File: src/rtl/riscv_glip_arbiter_pkg.sv
// Shared header field positions and FSM state encodings for the GLIP arbiter slice.
package riscv_mpsoc_pkg;

    localparam int unsigned LEN_LSB = 0;
    localparam int unsigned LEN_MSB = 7;
    localparam int unsigned ID_LSB  = 8;
    localparam int unsigned ID_MSB  = 15;

    typedef enum logic {
        TX_IDLE,
        TX_BUSY
    } tx_state_e;

    typedef enum logic [1:0] {
        RX_HDR,
        RX_PAYLOAD,
        RX_DROP
    } rx_state_e;

    function automatic logic [7:0] hdr_len(input logic [15:0] hdr);
        return hdr[LEN_MSB:LEN_LSB];
    endfunction

    function automatic logic [7:0] hdr_id(input logic [15:0] hdr);
        return hdr[ID_MSB:ID_LSB];
    endfunction

endpackage

File: src/rtl/riscv_glip_arbiter_if.sv
// GLIP link and per-channel requester streams; slave is the arbiter's view.
interface riscv_glip_arbiter_if #(
    parameter int unsigned XLEN     = 64,
    parameter int unsigned CHANNELS = 4
);
    logic [XLEN-1:0]          glip_in_data;
    logic                     glip_in_valid;
    logic                     glip_in_ready;
    logic [XLEN-1:0]          glip_out_data;
    logic                     glip_out_valid;
    logic                     glip_out_ready;
    logic [CHANNELS*XLEN-1:0] ch_tx_data;
    logic [CHANNELS-1:0]      ch_tx_valid;
    logic [CHANNELS-1:0]      ch_tx_ready;
    logic [CHANNELS*XLEN-1:0] ch_rx_data;
    logic [CHANNELS-1:0]      ch_rx_valid;
    logic [CHANNELS-1:0]      ch_rx_ready;

    modport slave (
        input  glip_in_data, glip_in_valid, output glip_in_ready,
        output glip_out_data, glip_out_valid, input glip_out_ready,
        input  ch_tx_data, ch_tx_valid, output ch_tx_ready,
        output ch_rx_data, ch_rx_valid, input ch_rx_ready
    );

    modport master (
        output glip_in_data, glip_in_valid, input glip_in_ready,
        input  glip_out_data, glip_out_valid, output glip_out_ready,
        output ch_tx_data, ch_tx_valid, input ch_tx_ready,
        input  ch_rx_data, ch_rx_valid, output ch_rx_ready
    );
endinterface

File: src/rtl/riscv_glip_arbiter_rr.sv
// Combinational round-robin pick: first asserted request at or after ptr_i, wrapping.
module riscv_glip_rr_arbiter #(
    parameter int unsigned CHANNELS = 4,
    parameter int unsigned IDXW     = 2
) (
    input  logic [CHANNELS-1:0] req_i,
    input  logic [IDXW-1:0]     ptr_i,
    output logic [CHANNELS-1:0] gnt_oh_o,
    output logic [IDXW-1:0]     gnt_idx_o
);
    logic            found;
    logic [IDXW-1:0] idx;

    always_comb begin
        gnt_oh_o  = '0;
        gnt_idx_o = '0;
        found     = 1'b0;
        idx       = '0;
        for (int unsigned i = 0; i < CHANNELS; i++) begin
            idx = IDXW'((32'(ptr_i) + i) % CHANNELS);
            if (!found && req_i[idx]) begin
                found          = 1'b1;
                gnt_idx_o      = idx;
                gnt_oh_o[idx]  = 1'b1;
            end
        end
    end

endmodule

File: src/rtl/riscv_glip_arbiter.sv
// GLIP bridge: TX multiplexes whole requester packets round-robin onto the link,
// RX demultiplexes host packets to the channel named in the header.
module riscv_glip_arbiter
    import riscv_mpsoc_pkg::*;
#(
    parameter int unsigned XLEN     = 64,
    parameter int unsigned CHANNELS = 4
) (
    input  logic                clk_logic,
    input  logic                rst,
    input  logic                com_rst,
    riscv_glip_arbiter_if.slave bus,
    output logic [15:0]         rx_drop_cnt
);
    localparam int unsigned IDXW = (CHANNELS > 1) ? $clog2(CHANNELS) : 1;

    tx_state_e           tx_q;
    logic [IDXW-1:0]     grant_q, rr_ptr_q, rr_ptr_d, arb_idx;
    logic [CHANNELS-1:0] arb_oh;
    logic [7:0]          tx_cnt_q, tx_len;
    logic                tx_hdr_q, tx_hs;
    logic [XLEN-1:0]     tx_word;

    rx_state_e           rx_q;
    logic [IDXW-1:0]     dest_q, rx_dest_idx;
    logic [7:0]          rx_dest, rx_len, rx_cnt_q;
    logic                rx_dest_ok, rx_hs, hold_q;
    logic [15:0]         drop_q;

    riscv_glip_rr_arbiter #(.CHANNELS(CHANNELS), .IDXW(IDXW)) u_rr (
        .req_i     (bus.ch_tx_valid),
        .ptr_i     (rr_ptr_q),
        .gnt_oh_o  (arb_oh),
        .gnt_idx_o (arb_idx)
    );

    assign tx_word     = bus.ch_tx_data[grant_q*XLEN +: XLEN];
    assign tx_len      = hdr_len(tx_word[15:0]);
    assign tx_hs       = bus.glip_out_valid & bus.glip_out_ready;
    assign rr_ptr_d    = (grant_q == IDXW'(CHANNELS - 1)) ? '0 : grant_q + 1'b1;

    always_comb begin
        bus.glip_out_valid = 1'b0;
        bus.ch_tx_ready    = '0;
        bus.glip_out_data  = tx_word;
        if (tx_q == TX_BUSY) begin
            bus.glip_out_valid       = bus.ch_tx_valid[grant_q];
            bus.ch_tx_ready[grant_q] = bus.glip_out_ready;
            if (tx_hdr_q) begin
                bus.glip_out_data[ID_MSB:ID_LSB] = 8'(grant_q);
            end
        end
    end

    always_ff @(posedge clk_logic) begin
        if (rst || com_rst) begin
            tx_q     <= TX_IDLE;
            grant_q  <= '0;
            rr_ptr_q <= '0;
            tx_cnt_q <= '0;
            tx_hdr_q <= 1'b0;
        end else begin
            case (tx_q)
                TX_IDLE: begin
                    if (|arb_oh) begin
                        grant_q  <= arb_idx;
                        tx_hdr_q <= 1'b1;
                        tx_q     <= TX_BUSY;
                    end
                end
                TX_BUSY: begin
                    // Packet end frees the link and advances the round-robin pointer.
                    if (tx_hs) begin
                        if (tx_hdr_q) begin
                            tx_hdr_q <= 1'b0;
                            tx_cnt_q <= tx_len;
                            if (tx_len == 8'd0) begin
                                tx_q     <= TX_IDLE;
                                rr_ptr_q <= rr_ptr_d;
                            end
                        end else begin
                            tx_cnt_q <= tx_cnt_q - 8'd1;
                            if (tx_cnt_q == 8'd1) begin
                                tx_q     <= TX_IDLE;
                                rr_ptr_q <= rr_ptr_d;
                            end
                        end
                    end
                end
                default: tx_q <= TX_IDLE;
            endcase
        end
    end

    assign rx_dest     = hdr_id(bus.glip_in_data[15:0]);
    assign rx_len      = hdr_len(bus.glip_in_data[15:0]);
    assign rx_dest_ok  = 32'(rx_dest) < CHANNELS;
    assign rx_dest_idx = rx_dest[IDXW-1:0];
    assign rx_hs       = bus.glip_in_valid & bus.glip_in_ready;
    assign rx_drop_cnt = drop_q;

    // hold_q keeps the inbound side quiet for the first cycle after any reset.
    always_comb begin
        bus.ch_rx_data    = {CHANNELS{bus.glip_in_data}};
        bus.ch_rx_valid   = '0;
        bus.glip_in_ready = 1'b0;
        if (!hold_q) begin
            case (rx_q)
                RX_HDR: begin
                    if (rx_dest_ok) begin
                        bus.ch_rx_valid[rx_dest_idx] = bus.glip_in_valid;
                        bus.glip_in_ready            = bus.ch_rx_ready[rx_dest_idx];
                    end else begin
                        bus.glip_in_ready = 1'b1;
                    end
                end
                RX_PAYLOAD: begin
                    bus.ch_rx_valid[dest_q] = bus.glip_in_valid;
                    bus.glip_in_ready       = bus.ch_rx_ready[dest_q];
                end
                RX_DROP: bus.glip_in_ready = 1'b1;
                default: ;
            endcase
        end
    end

    always_ff @(posedge clk_logic) begin
        if (rst || com_rst) begin
            rx_q     <= RX_HDR;
            dest_q   <= '0;
            rx_cnt_q <= '0;
            hold_q   <= 1'b1;
        end else begin
            hold_q <= 1'b0;
            if (rx_hs) begin
                if (rx_q == RX_HDR) begin
                    if (rx_len != 8'd0) begin
                        rx_q     <= rx_dest_ok ? RX_PAYLOAD : RX_DROP;
                        rx_cnt_q <= rx_len;
                        dest_q   <= rx_dest_idx;
                    end
                end else begin
                    rx_cnt_q <= rx_cnt_q - 8'd1;
                    if (rx_cnt_q == 8'd1) begin
                        rx_q <= RX_HDR;
                    end
                end
            end
        end
    end

    always_ff @(posedge clk_logic) begin
        if (rst) begin
            drop_q <= '0;
        end else if (!com_rst && rx_hs && rx_q == RX_HDR && !rx_dest_ok && drop_q != '1) begin
            drop_q <= drop_q + 16'd1;
        end
    end

endmodule

File: src/flat_wrapper.sv
// flat-port wrapper written by rule: the top's interface ports become plain ports
module riscv_glip_arbiter_flat import riscv_mpsoc_pkg::*;
#(
    parameter int unsigned XLEN     = 64,
    parameter int unsigned CHANNELS = 4
)
  (clk_logic, rst, com_rst, rx_drop_cnt, bus_glip_in_data, bus_glip_in_valid, bus_glip_in_ready, bus_glip_out_data, bus_glip_out_valid, bus_glip_out_ready, bus_ch_tx_data, bus_ch_tx_valid, bus_ch_tx_ready, bus_ch_rx_data, bus_ch_rx_valid, bus_ch_rx_ready);
  riscv_glip_arbiter_if #(.XLEN(XLEN), .CHANNELS(CHANNELS)) bus_i ();
  input  logic clk_logic;
  input  logic rst;
  input  logic com_rst;
  output logic [15:0] rx_drop_cnt;
  input wire logic [$bits(bus_i.glip_in_data)-1:0] bus_glip_in_data;
  input wire logic [$bits(bus_i.glip_in_valid)-1:0] bus_glip_in_valid;
  output wire logic [$bits(bus_i.glip_in_ready)-1:0] bus_glip_in_ready;
  output wire logic [$bits(bus_i.glip_out_data)-1:0] bus_glip_out_data;
  output wire logic [$bits(bus_i.glip_out_valid)-1:0] bus_glip_out_valid;
  input wire logic [$bits(bus_i.glip_out_ready)-1:0] bus_glip_out_ready;
  input wire logic [$bits(bus_i.ch_tx_data)-1:0] bus_ch_tx_data;
  input wire logic [$bits(bus_i.ch_tx_valid)-1:0] bus_ch_tx_valid;
  output wire logic [$bits(bus_i.ch_tx_ready)-1:0] bus_ch_tx_ready;
  output wire logic [$bits(bus_i.ch_rx_data)-1:0] bus_ch_rx_data;
  output wire logic [$bits(bus_i.ch_rx_valid)-1:0] bus_ch_rx_valid;
  input wire logic [$bits(bus_i.ch_rx_ready)-1:0] bus_ch_rx_ready;
  assign bus_i.glip_in_data = bus_glip_in_data;
  assign bus_i.glip_in_valid = bus_glip_in_valid;
  assign bus_glip_in_ready = bus_i.glip_in_ready;
  assign bus_glip_out_data = bus_i.glip_out_data;
  assign bus_glip_out_valid = bus_i.glip_out_valid;
  assign bus_i.glip_out_ready = bus_glip_out_ready;
  assign bus_i.ch_tx_data = bus_ch_tx_data;
  assign bus_i.ch_tx_valid = bus_ch_tx_valid;
  assign bus_ch_tx_ready = bus_i.ch_tx_ready;
  assign bus_ch_rx_data = bus_i.ch_rx_data;
  assign bus_ch_rx_valid = bus_i.ch_rx_valid;
  assign bus_i.ch_rx_ready = bus_ch_rx_ready;
  riscv_glip_arbiter #(.XLEN(XLEN), .CHANNELS(CHANNELS)) u_core (.clk_logic(clk_logic), .rst(rst), .com_rst(com_rst), .bus(bus_i), .rx_drop_cnt(rx_drop_cnt));
endmodule
File: config.mk
export PLATFORM = sky130hd
export DESIGN_NAME = riscv_glip_arbiter_flat
export DESIGN_NICKNAME = d
export VERILOG_FILES = /design/src/rtl/riscv_glip_arbiter_pkg.sv /design/src/rtl/riscv_glip_arbiter_if.sv /design/src/rtl/riscv_glip_arbiter_rr.sv /design/src/rtl/riscv_glip_arbiter.sv /design/src/flat_wrapper.sv
export SDC_FILE = /design/constraint.sdc
export NUM_CORES = 1
export LEC_CHECK = 0
export CAP_MARGIN = 0
export CELL_PAD_IN_SITES_DETAIL_PLACEMENT = 0
export CELL_PAD_IN_SITES_GLOBAL_PLACEMENT = 1
export CORE_AREA = 10 10 252 254
export DETAILED_ROUTE_END_ITERATION = 8
export DIE_AREA = 0 0 262 264
export GPL_ROUTABILITY_DRIVEN = 0
export PLACE_DENSITY_LB_ADDON = 0.3
export SLEW_MARGIN = 0
export SYNTH_ARGS = -nofsm -noshare
export SYNTH_HDL_FRONTEND = slang
export SYNTH_SLANG_ARGS = --single-unit
File: constraint.sdc
create_clock -name clk_logic -period 2.9 [get_ports clk_logic]
set_clock_uncertainty 0.2 [all_clocks]
set_input_delay 0.435 -clock clk_logic [delete_from_list [all_inputs] [get_ports clk_logic]]
set_output_delay 0.435 -clock clk_logic [all_outputs]
set_load 0.01 [all_outputs]
# Yosys cells after proc, flatten, opt, wreduce, memory -nomap -nowiden
# Cells that the tools add are included.
op_classes:
  n_addsub: 7
  n_eq_ne: 10
  order_cmp: 15
  mux: 70
  bitwise_logic: 9
  reduce_logical: 33
  shifts: 1
ops:
  columns: ["op", "count"]
  rows:
  - ["$shiftx 256x9->64", 1]
  - ["$mux 8", 5]
  - ["$mux 1", 28]
  - ["$mux 4", 7]
  - ["$mux 2", 12]
  - ["$lt 2x3->1 const B", 7]
  - ["$add 16x1->16 const B", 1]
  - ["$eq 8x1->1 const B", 2]
  - ["$ne 16x16->1 const B", 1]
  - ["$sub 8x1->8 const B", 2]
  - ["$bmux 1 s2", 7]
  - ["$demux 1 s2", 7]
  - ["$ge 2x1->1 const B", 7]
  - ["$logic_and 1x1->1", 14]
  - ["$and 4x4->4", 3]
  - ["$or 4x4->4", 3]
  - ["$logic_not 8->1", 1]
  - ["$lt 8x3->1 const B", 1]
  - ["$pmux 4 s2", 1]
  - ["$reduce_and 2->1", 4]
  - ["$reduce_bool 8->1", 1]
  - ["$reduce_and 3->1", 2]
  - ["$logic_not 1->1", 5]
  - ["$add 2x1->2 const B", 2]
  - ["14 further kinds", 21]
totals:
  word_cells: 155
  register_bits: 43
  out_inout_bits: 346

# Logic depth before layout (Yosys ltp)
# Gate-level depths: netlist (run 1).
logic_depth:
  ltp_word: 15
  depth_mapped: 10
  ltp_nobuf: 7

# By module
# A second synthesis (run 1) with hierarchy kept.
hier_totals:
  cells_unflattened: 729
  area_unflattened_um2: 6576.3
by_module_without_submodules:
  columns: ["mod", "area_per_inst_um2", "seq_area_each_um2", "cells_per_inst", "n_inst"]
  rows:
  - ["riscv_glip_arbiter", 6087.1, 860.8, 664, 1]
  - ["riscv_glip_rr_arbiter", 489.2, 0.0, 65, 1]

# Worst setup path before layout (run 1)
# No wires, ideal clock.
synth_timing:
  kind: "flip-flop to flip-flop"
  start: "register u_core.rr_ptr_q[0]"
  end: "register u_core.grant_q[0]"
  path_stages_with_launch: 11
  setup_ps: 72
  period_less_slack_ps: 2959
  n_path_buf: 3
  setup_slack_ps: -59
  required_time_ps: 2628
  arrival_ps: 2687
  cell_sequence: "dfxtp_1 clkbuf_1 clkbuf_1 inv_1 ha_1 clkbuf_1 mux2_2 a22oi_1 o21ai_1 a21boi_1 mux2i_1"
synth_via:
  elab_chain_cells: 14
  elab_cells_between_ends: 53
  cone_classes: "add/sub: 3; order compare: 8; mux: 27; bitwise: 3; reduce/logical: 12"
synth_rtl:
  columns: ["item", "line_no", "source"]
  rows:
  - ["start, declared", "riscv_glip_arbiter.sv:18", "logic [IDXW-1:0] grant_q, rr_ptr_q, rr_ptr_d, arb_idx;"]
  - ["start signal, assigned", "riscv_glip_arbiter.sv:79", "rr_ptr_q <= rr_ptr_d;"]
  - ["start signal, assigned", "riscv_glip_arbiter.sv:85", "rr_ptr_q <= rr_ptr_d;"]
  - ["parallel branches: the longest is 14 deep, another holds $lt 2x3->1", null, null]
  - ["end signal, assigned", "riscv_glip_arbiter.sv:66", "grant_q <= arb_idx;"]
  - ["end, declared", "riscv_glip_arbiter.sv:18", null]
# Parallel ways; which one is timed is not known. The select of a mux whose other input is x is not followed.
# A chain may end at the register's enable or synchronous reset.

# Worst setup path after layout (run 1)
layout_timing:
  start: "register u_core.grant_q[0]"
  end: "output port bus_glip_out_data[11]"
layout_via:
  elab_chain_cells: 3
layout_rtl:
  columns: ["item", "line_no", "source"]
  rows:
  - ["$shiftx 256x9->64 *", "riscv_glip_arbiter.sv:37", "assign tx_word = bus.ch_tx_data[grant_q*XLEN +: XLEN];"]
  - ["$mux 8", "riscv_glip_arbiter.sv:49", "if (tx_hdr_q) begin"]
  - ["$mux 8 *", "riscv_glip_arbiter.sv:46", "if (tx_q == TX_BUSY) begin"]
  - ["end, declared", "flat_wrapper.sv:16", "output wire logic [$bits(bus_i.glip_out_data)-1:0] bus_glip_out_data;"]
# Mark *: on every way between the ends. The rest lies on a longest branch, timed or not.

==> results of run 1 <==
-- area by class of cell --
cell class                 instances  area (um2)  area share [%]
antenna                            3       7.507         0.07094
clock buffer                       6       128.9           1.218
clock inverter                     2       11.26          0.1064
inverter                          21       78.83          0.7449
multi-input combinational        371        3523           33.29
sequential                        43       868.3           8.205
tap                              773       967.2           9.139
timing repair buffer             508        4997           47.22
-- registers in the layout (all words and copies together), names as in the netlist --
register            count
u_core.tx_cnt_q         8
u_core.hold_q           1
u_core.rx_q             2
u_core.rx_drop_cnt     16
u_core.tx_hdr_q         1
u_core.tx_q             1
u_core.rr_ptr_q         2
u_core.grant_q          2
u_core.rx_cnt_q         8
u_core.dest_q           2
-- cells in the mapped netlist, types with 6 or more instances --
master	count
mux4_2	65
nor3_1	11
nor4_1	11
ha_1	17
mux2i_1	13
clkbuf_1	25
o31ai_1	10
nor2b_1	13
dfxtp_1	43
buf_4	257
inv_1	20
a21oi_1	29
or4_1	7
and3_1	6
nor2_1	43
nand2_1	18
nand3_1	14
o21ai_1	11
o21ai_0	14
a211oi_1	7
-- kinds of logic after synthesis --
logic type               Yosys count  share of synthesized area, %
buffers and inverters            313                         33.01
AND/OR/NAND/NOR                  154                         12.70
AO/OA/AOI/OAI                    108                         11.24
multiplexers                      85                         25.65
flip-flops                        43                         13.20
adder cells (fa/ha/maj)           17                         3.261
XOR/XNOR                           7                        0.9400
-- cell usage in the layout, fill, tap and decap left out, types with 5 or more instances in the layout --
cell and instances:
nor3b_1 5, nor2_1 43, clkbuf_16 5, inv_1 20, and3_1 6, dlygate4sd2_1 17
or4_1 7, a22oi_1 5, nor3_1 11, a211oi_1 7, o21ai_0 13, o21ai_1 12
nand3_1 13, clkdlybuf4s50_1 403, dfxtp_1 41, ha_1 17, buf_4 73, nor2b_1 13
nor4_1 11, o211ai_1 5, mux2i_1 13, dlymetal6s2s_1 7, nand2_1 18, mux4_2 65
o31ai_1 10, a21oi_1 29
-- worst max-delay path: cells and delay by family (launching register included) --
| family | cells | cell delay, ns |
|---|---|---|
| buffers and inverters | 2 | 0.73 |
| muxes | 1 | 0.53 |
| DFF | 1 | 0.47 |
| and+or+nand+nor | 1 | 0.16 |
-- timing repair --
| item | 4_1_cts | 5_1_grt |
|---|---|---|
| gates resized for setup | 20 | 10 |
| buffers inserted | 8 | 0 |
| hold endpoints to repair | 0 | 0 |
| gates cloned | 1 | 0 |
| pin swaps | 2 | 1 |
| endpoints found under the setup margin | 48 | 8 |
-- worst max-delay path by stage --
stage	start	to	slack (ns)	depth (start not counted)
2_1_floorplan	u_core.rr_ptr_q[0]$_SDFFE_PP0P_	u_core.grant_q[0]$_SDFFE_PP0P_	0.04	10
3_3_place_gp	bus_glip_in_data[15]	bus_ch_rx_valid[0]	-0.17	6
3_5_place_dp	bus_glip_in_data[15]	bus_ch_rx_valid[0]	-0.17	6
4_1_cts	u_core.grant_q[0]$_SDFFE_PP0P_	bus_glip_out_data[1]	0.002	3
5_1_grt	u_core.grant_q[0]$_SDFFE_PP0P_	bus_glip_out_data[10]	0.004	4
6_report	u_core.grant_q[0]$_SDFFE_PP0P_	bus_glip_out_data[11]	0.07	4
-- per-stage QoR --
step           hold WS, ns  area (um2)
2_1_floorplan       0.2587        6524
3_3_place_gp        0.2716       10290
3_5_place_dp        0.2732       10290
4_1_cts             0.2839       10540
5_1_grt             0.3075       10580
6_report            0.2810       10580
-- layer usage --
layer | vias to the layer above | global-route usage (%) | share of wire [%]
met5 | - | 0 | 0.14
met4 | 10 | 2.128 | 1.1
met3 | 45 | 5.177 | 11
met2 | 442 | 20.38 | 52
met1 | 2863 | 11.14 | 35
li1 | 2814 | - | -
-- where the power goes --
| group | switching (mW) | internal [mW] | total [mW] |
|---|---|---|---|
| Combinational | 0.430 | 0.719 | 1.15 |
| Sequential | 0.0119 | 0.597 | 0.609 |
| Clock | 0.266 | 0.320 | 0.586 |
| Total | 0.709 | 1.64 | 2.34 |
==> impl_metrics.tcl, run 1 <==
set metrics [dict create \
    dp_hpwl_um 36520 \
    fin_setup_tns_ns 0 \
    yosysTopAreaCell "buf_4" \
    antenna_found_initial 17 \
    required_ns 2.27 \
    antenna_left 0 \
    cp_slowest_cell "mux4_2" \
    clock-sinks 43 \
    min-delay-start "u_core.tx_cnt_q[7]$_SDFFE_PP0P_" \
    power_mw 2.345 \
    avgSynthCellArea_um2 8.972 \
    drive_gt1_share_pct 18.09 \
    syn-cell-area_um2 6523 \
    postSynthCellCount 727 \
    cp-end-kind "output port" \
    route.vias.total 6174 \
    ys_warn_count 0 \
    tightest_slew_ns 0.5522 \
    status "finished, final reports clean" \
    start_util_pct 11.16 \
    crit_type "flop to output port" \
    period_needed_ns 2.828 \
    grt_pass1_vias 6774 \
    syn_nets 1077 \
    fmax_mhz 353.6 \
    synthFlopType "dfxtp_1" \
    slew_viol_final 0 \
    synthArstFlopShare_pct 0 \
    cts_tree "done" \
    ys_types 64 \
    leakage_nw 3.626 \
    wl_um 40490 \
    cts-root-buf "clkbuf_16" \
    finalHoldViolCount 0 \
    ff2ff_setup_slack_ns 0.17 \
    rsz0062_at_grt "no" \
    min_to "u_core.tx_cnt_q[7]$_SDFFE_PP0P_" \
    grt_max_degree 22 \
    grt_pass1_wl_um 54220 \
    vias_per_cell 3.575 \
    numCtsBuffers 5 \
    whs_path_depth 2 \
    startpoint_type "flop" \
    synth_edf_count 0 \
    finish.utilization_pct 18.10 \
    die_x_um 262 \
    core_um2 58460 \
    firstDrtPassIters 4 \
    path_clk_slew_ns 0.07 \
    num_io_pins 679 \
    die_area_um2 69170 \
    post-route-period-util_pct 97.51 \
    yosysSeqAreaShare_pct 13.20 \
    drt_iter0_drc 272 \
    die_h_um 264 \
    fin_nets 1300 \
    synth_seq_cells 43 \
    clock_latency_ns 0.29 \
    crit_chain "buf_6, mux4_2, nor2b_1, clkdlybuf4s50_1" \
    ctsHoldBuffers 0 \
    p_per_area_nw_per_um2 221.6 \
    clk_path_buf_depth 2 \
    arrival_ns 2.19 \
    avgRoutedWirePerCell_um 23.44 \
    drc 0 \
    setup_slack_ns 0.07211 \
    dp.cells 1707 \
    grt_util_all_layers_pct 11.06 \
    final_cells 1727 \
    htree_num_levels 2 \
    row_count 89 \
    crit_fanout 9 \
    yosys.area.top_type_share_pct 29.58 \
    r2r_cells 8 \
    min_path_type "flop to flop" \
    max_stage_delay_ns 0.53 \
    timing.rr.start "u_core.grant_q[0]$_SDFFE_PP0P_" \
    io_buffers 438 \
    pre_cts_ws_ns -0.1695 \
    drv_cap 0 \
    area_delta_synth_final_pct 62.25 \
    maxSlewHeadroom_pct 62.85 \
    synth_area_leaders "buf_4 30%, mux4_2 22%, dfxtp_1 13%, ha_1 3.3%, nor2_1 2.5%" \
    setup_violations 0 \
    reg2reg_to "u_core.rr_ptr_q[0]$_SDFFE_PP0P_" \
    vdd_ir_drop_max_uv 188.6 \
    fillers 6518 \
    overflow 0 \
]
Power figures use the tool's default switching activity.
==> inputs of run 2 (changes only) <==
--- a/config.mk
+++ b/config.mk
@@ -11,2 +11,3 @@
 export CORE_AREA = 10 10 252 254
+export CTS_BUF_LIST = sky130_fd_sc_hd__clkbuf_8
 export DETAILED_ROUTE_END_ITERATION = 8
==> constraint.sdc (replaced) <==
create_clock -name clk_logic -period 2.9 [get_ports clk_logic]
set_clock_uncertainty 0.2 [all_clocks]
set_input_delay 0.58 -clock clk_logic [delete_from_list [all_inputs] [get_ports clk_logic]]
set_output_delay 0.58 -clock clk_logic [all_outputs]
set_load 0.01 [all_outputs]
==> run 2 against run 1 <==
Net effect:
- final cell count grew 0.12%
- register-to-register slack is essentially flat
- core utilization is essentially flat
- hold slack gained 0.0084 ns
- via count grew 0.66%
- critical path depth shrank 1
- total power shrank 4.0%
- sequential share of layout area is essentially flat
- setup slack lost 0.018 ns
- global-route usage is essentially flat
- non-clock buffer count grew 5
- die area is the same
- critical endpoint is now bus_glip_out_data[37]
- largest cell class unchanged
==> impl_metrics.tcl, run 2 (synthesis gave the netlist of run 1 again) <==
set metrics [dict create \
    min_path_type "flop to flop" \
    fmax_mhz 351.4 \
    cpMostUsedCell "clkdlybuf4s50_1" \
    clock_latency_ns 0.32 \
    grt_max_degree 22 \
    fillers 6500 \
    crit_type "input pin to output port" \
    grt_pass1_vias 6722 \
    start_util_pct 11.16 \
    htree_num_levels 2 \
    top_layer_used "met5" \
    wl_um 40540 \
    crit_chain "clkdlybuf4s50_1, mux4_2, clkdlybuf4s50_1" \
    max_stage_delay_ns 0.53 \
    slew_viol_final 0 \
    fin_hold_ws_ns 0.2894 \
    r2r_cells 8 \
    die_x_um 262 \
    num_io_pins 679 \
    drt_iter0_drc 232 \
    final_cell_mix "366 x clkdlybuf4s50_1, 74 x buf_4, 65 x mux4_2, 53 x dlygate4sd2_1, 42 x nor2_1" \
    avgRoutedWirePerCell_um 23.45 \
    min-delay-start "u_core.tx_cnt_q[7]$_SDFFE_PP0P_" \
    drv_cap 0 \
    dp_hpwl_um 36020 \
    whs_path_depth 2 \
    numCtsBuffers 5 \
    grt_util_all_layers_pct 11.07 \
    row_count 89 \
    min_to "u_core.tx_cnt_q[7]$_SDFFE_PP0P_" \
    leakage_nw 3.642 \
    pre_cts_ws_ns -0.4714 \
    required_ns 2.12 \
    met2_length_um 21070 \
    cts_tree "done" \
    drive_gt1_share_pct 19.06 \
    die_h_um 264 \
    cp-end-kind "output port" \
    clk_path_buf_depth 2 \
    vdd_ir_drop_max_uv 227.9 \
    route.vias.total 6215 \
    setup_slack_ns 0.05426 \
    path_clk_slew_ns 0.10 \
    finalHoldViolCount 0 \
    firstDrtPassIters 4 \
    antenna_left 0 \
    antenna_found_initial 16 \
    crit_fanout 1 \
    fin_setup_tns_ns 0 \
    met1Wirelength_um 14480 \
    arrival_ns 2.07 \
    area_delta_synth_final_pct 61.94 \
    finish.utilization_pct 18.07 \
    maxSlewHeadroom_pct 60.87 \
    cp_slowest_cell "mux4_2" \
    die_area_um2 69170 \
    met3_wirelength_um 4404 \
    setup_violations 0 \
    period_needed_ns 2.846 \
    startpoint_type "input pin" \
    clock-sinks 43 \
    cts-root-buf "clkbuf_8" \
    post-route-period-util_pct 98.13 \
    power_mw 2.251 \
    fin_nets 1305 \
    status "finished, final reports clean" \
    core_um2 58460 \
    reg2reg_to "u_core.rr_ptr_q[0]$_SDFFE_PP0P_" \
    vias_per_cell 3.595 \
    drc 0 \
    overflow 0 \
    ctsHoldBuffers 0 \
    grt_pass1_wl_um 54310 \
    tightest_slew_ns 0.5816 \
    p_per_area_nw_per_um2 213.1 \
    ff2ff_setup_slack_ns 0.16 \
    io_buffers 438 \
    largest_reg_flops 16 \
    timing.rr.start "u_core.grant_q[0]$_SDFFE_PP0P_" \
    final_common_cell "clkdlybuf4s50_1" \
]
-- run 2: cell count changes in the layout (fill, tap and decap cells not counted), sizes merged --
cell / change
buf: +10
bufbuf: -1
bufinv: +1
clkbuf: -1
clkdlybuf4s15: +3
clkdlybuf4s50: -37
clkinv: -1
diode: -2
dlygate4sd2: +36
dlymetal6s2s: -6
-- run 2: final cells by class --
type | count | area [um2] | area share (%)
well taps | 773 | 967.2 | 9.157
clock inverters | 2 | 33.78 | 0.3198
multi-input cells | 371 | 3536 | 33.48
diodes | 1 | 2.502 | 0.02369
flip-flops and latches | 43 | 868.3 | 8.221
repair buffers | 513 | 5007 | 47.41
clock buffers | 5 | 68.82 | 0.6515
inverters | 21 | 78.83 | 0.7463
-- run 2: what timing repair did --
action,4_1_cts,5_1_grt
gates resized for setup,76,7
buffers inserted,12,2
hold endpoints to repair,0,0
cloned,1,0
pin swaps,2,1
setup endpoints to repair,65,12
-- run 2: worst max-delay path: cells and delay by family --
kind	cells	cell delay, ns
buf+inv	2	0.95
mux	1	0.53
-- run 2: routing by layer --
metal  track usage (%)  up-vias
met5                 0        -
met4             1.678        8
met3             5.205       49
met2             20.58      444
met1             11.17     2881
li1                  -     2833
-- run 2: metrics by stage --
| step | area, um2 | instances |
|---|---|---|
| floorplan | 6524 | 727 |
| global placement | 10290 | 1706 |
| detailed placement | 10290 | 1706 |
| CTS | 10510 | 1726 |
| global route | 10560 | 1728 |
| finish | 10560 | 1729 |
-- run 2: worst max path at each step --
stage,from,end
finish,bus_ch_tx_data[37],bus_glip_out_data[37]
global placement,bus_glip_in_data[15],bus_ch_rx_valid[0]
CTS,u_core.grant_q[0]$_SDFFE_PP0P_,bus_glip_out_data[29]
detailed placement,bus_glip_in_data[15],bus_ch_rx_valid[0]
floorplan,u_core.rr_ptr_q[0]$_SDFFE_PP0P_,u_core.grant_q[0]$_SDFFE_PP0P_
global route,bus_glip_in_data[13],bus_ch_rx_valid[0]
-- run 2: power by group --
part | leakage (nW) | total (mW) | internal, mW | switching (mW)
clock | 0.0554 | 0.510 | 0.250 | 0.260
combinational | 3.24 | 1.14 | 0.697 | 0.439
sequential | 0.349 | 0.605 | 0.597 | 0.00809
total | 3.64 | 2.25 | 1.54 | 0.707
==> inputs of run 3 (changes only) <==
CAP_MARGIN = not set   (was 0)
==> results of run 3 <==
No change in the layout: final DEF, timing and power equal those of run 2.
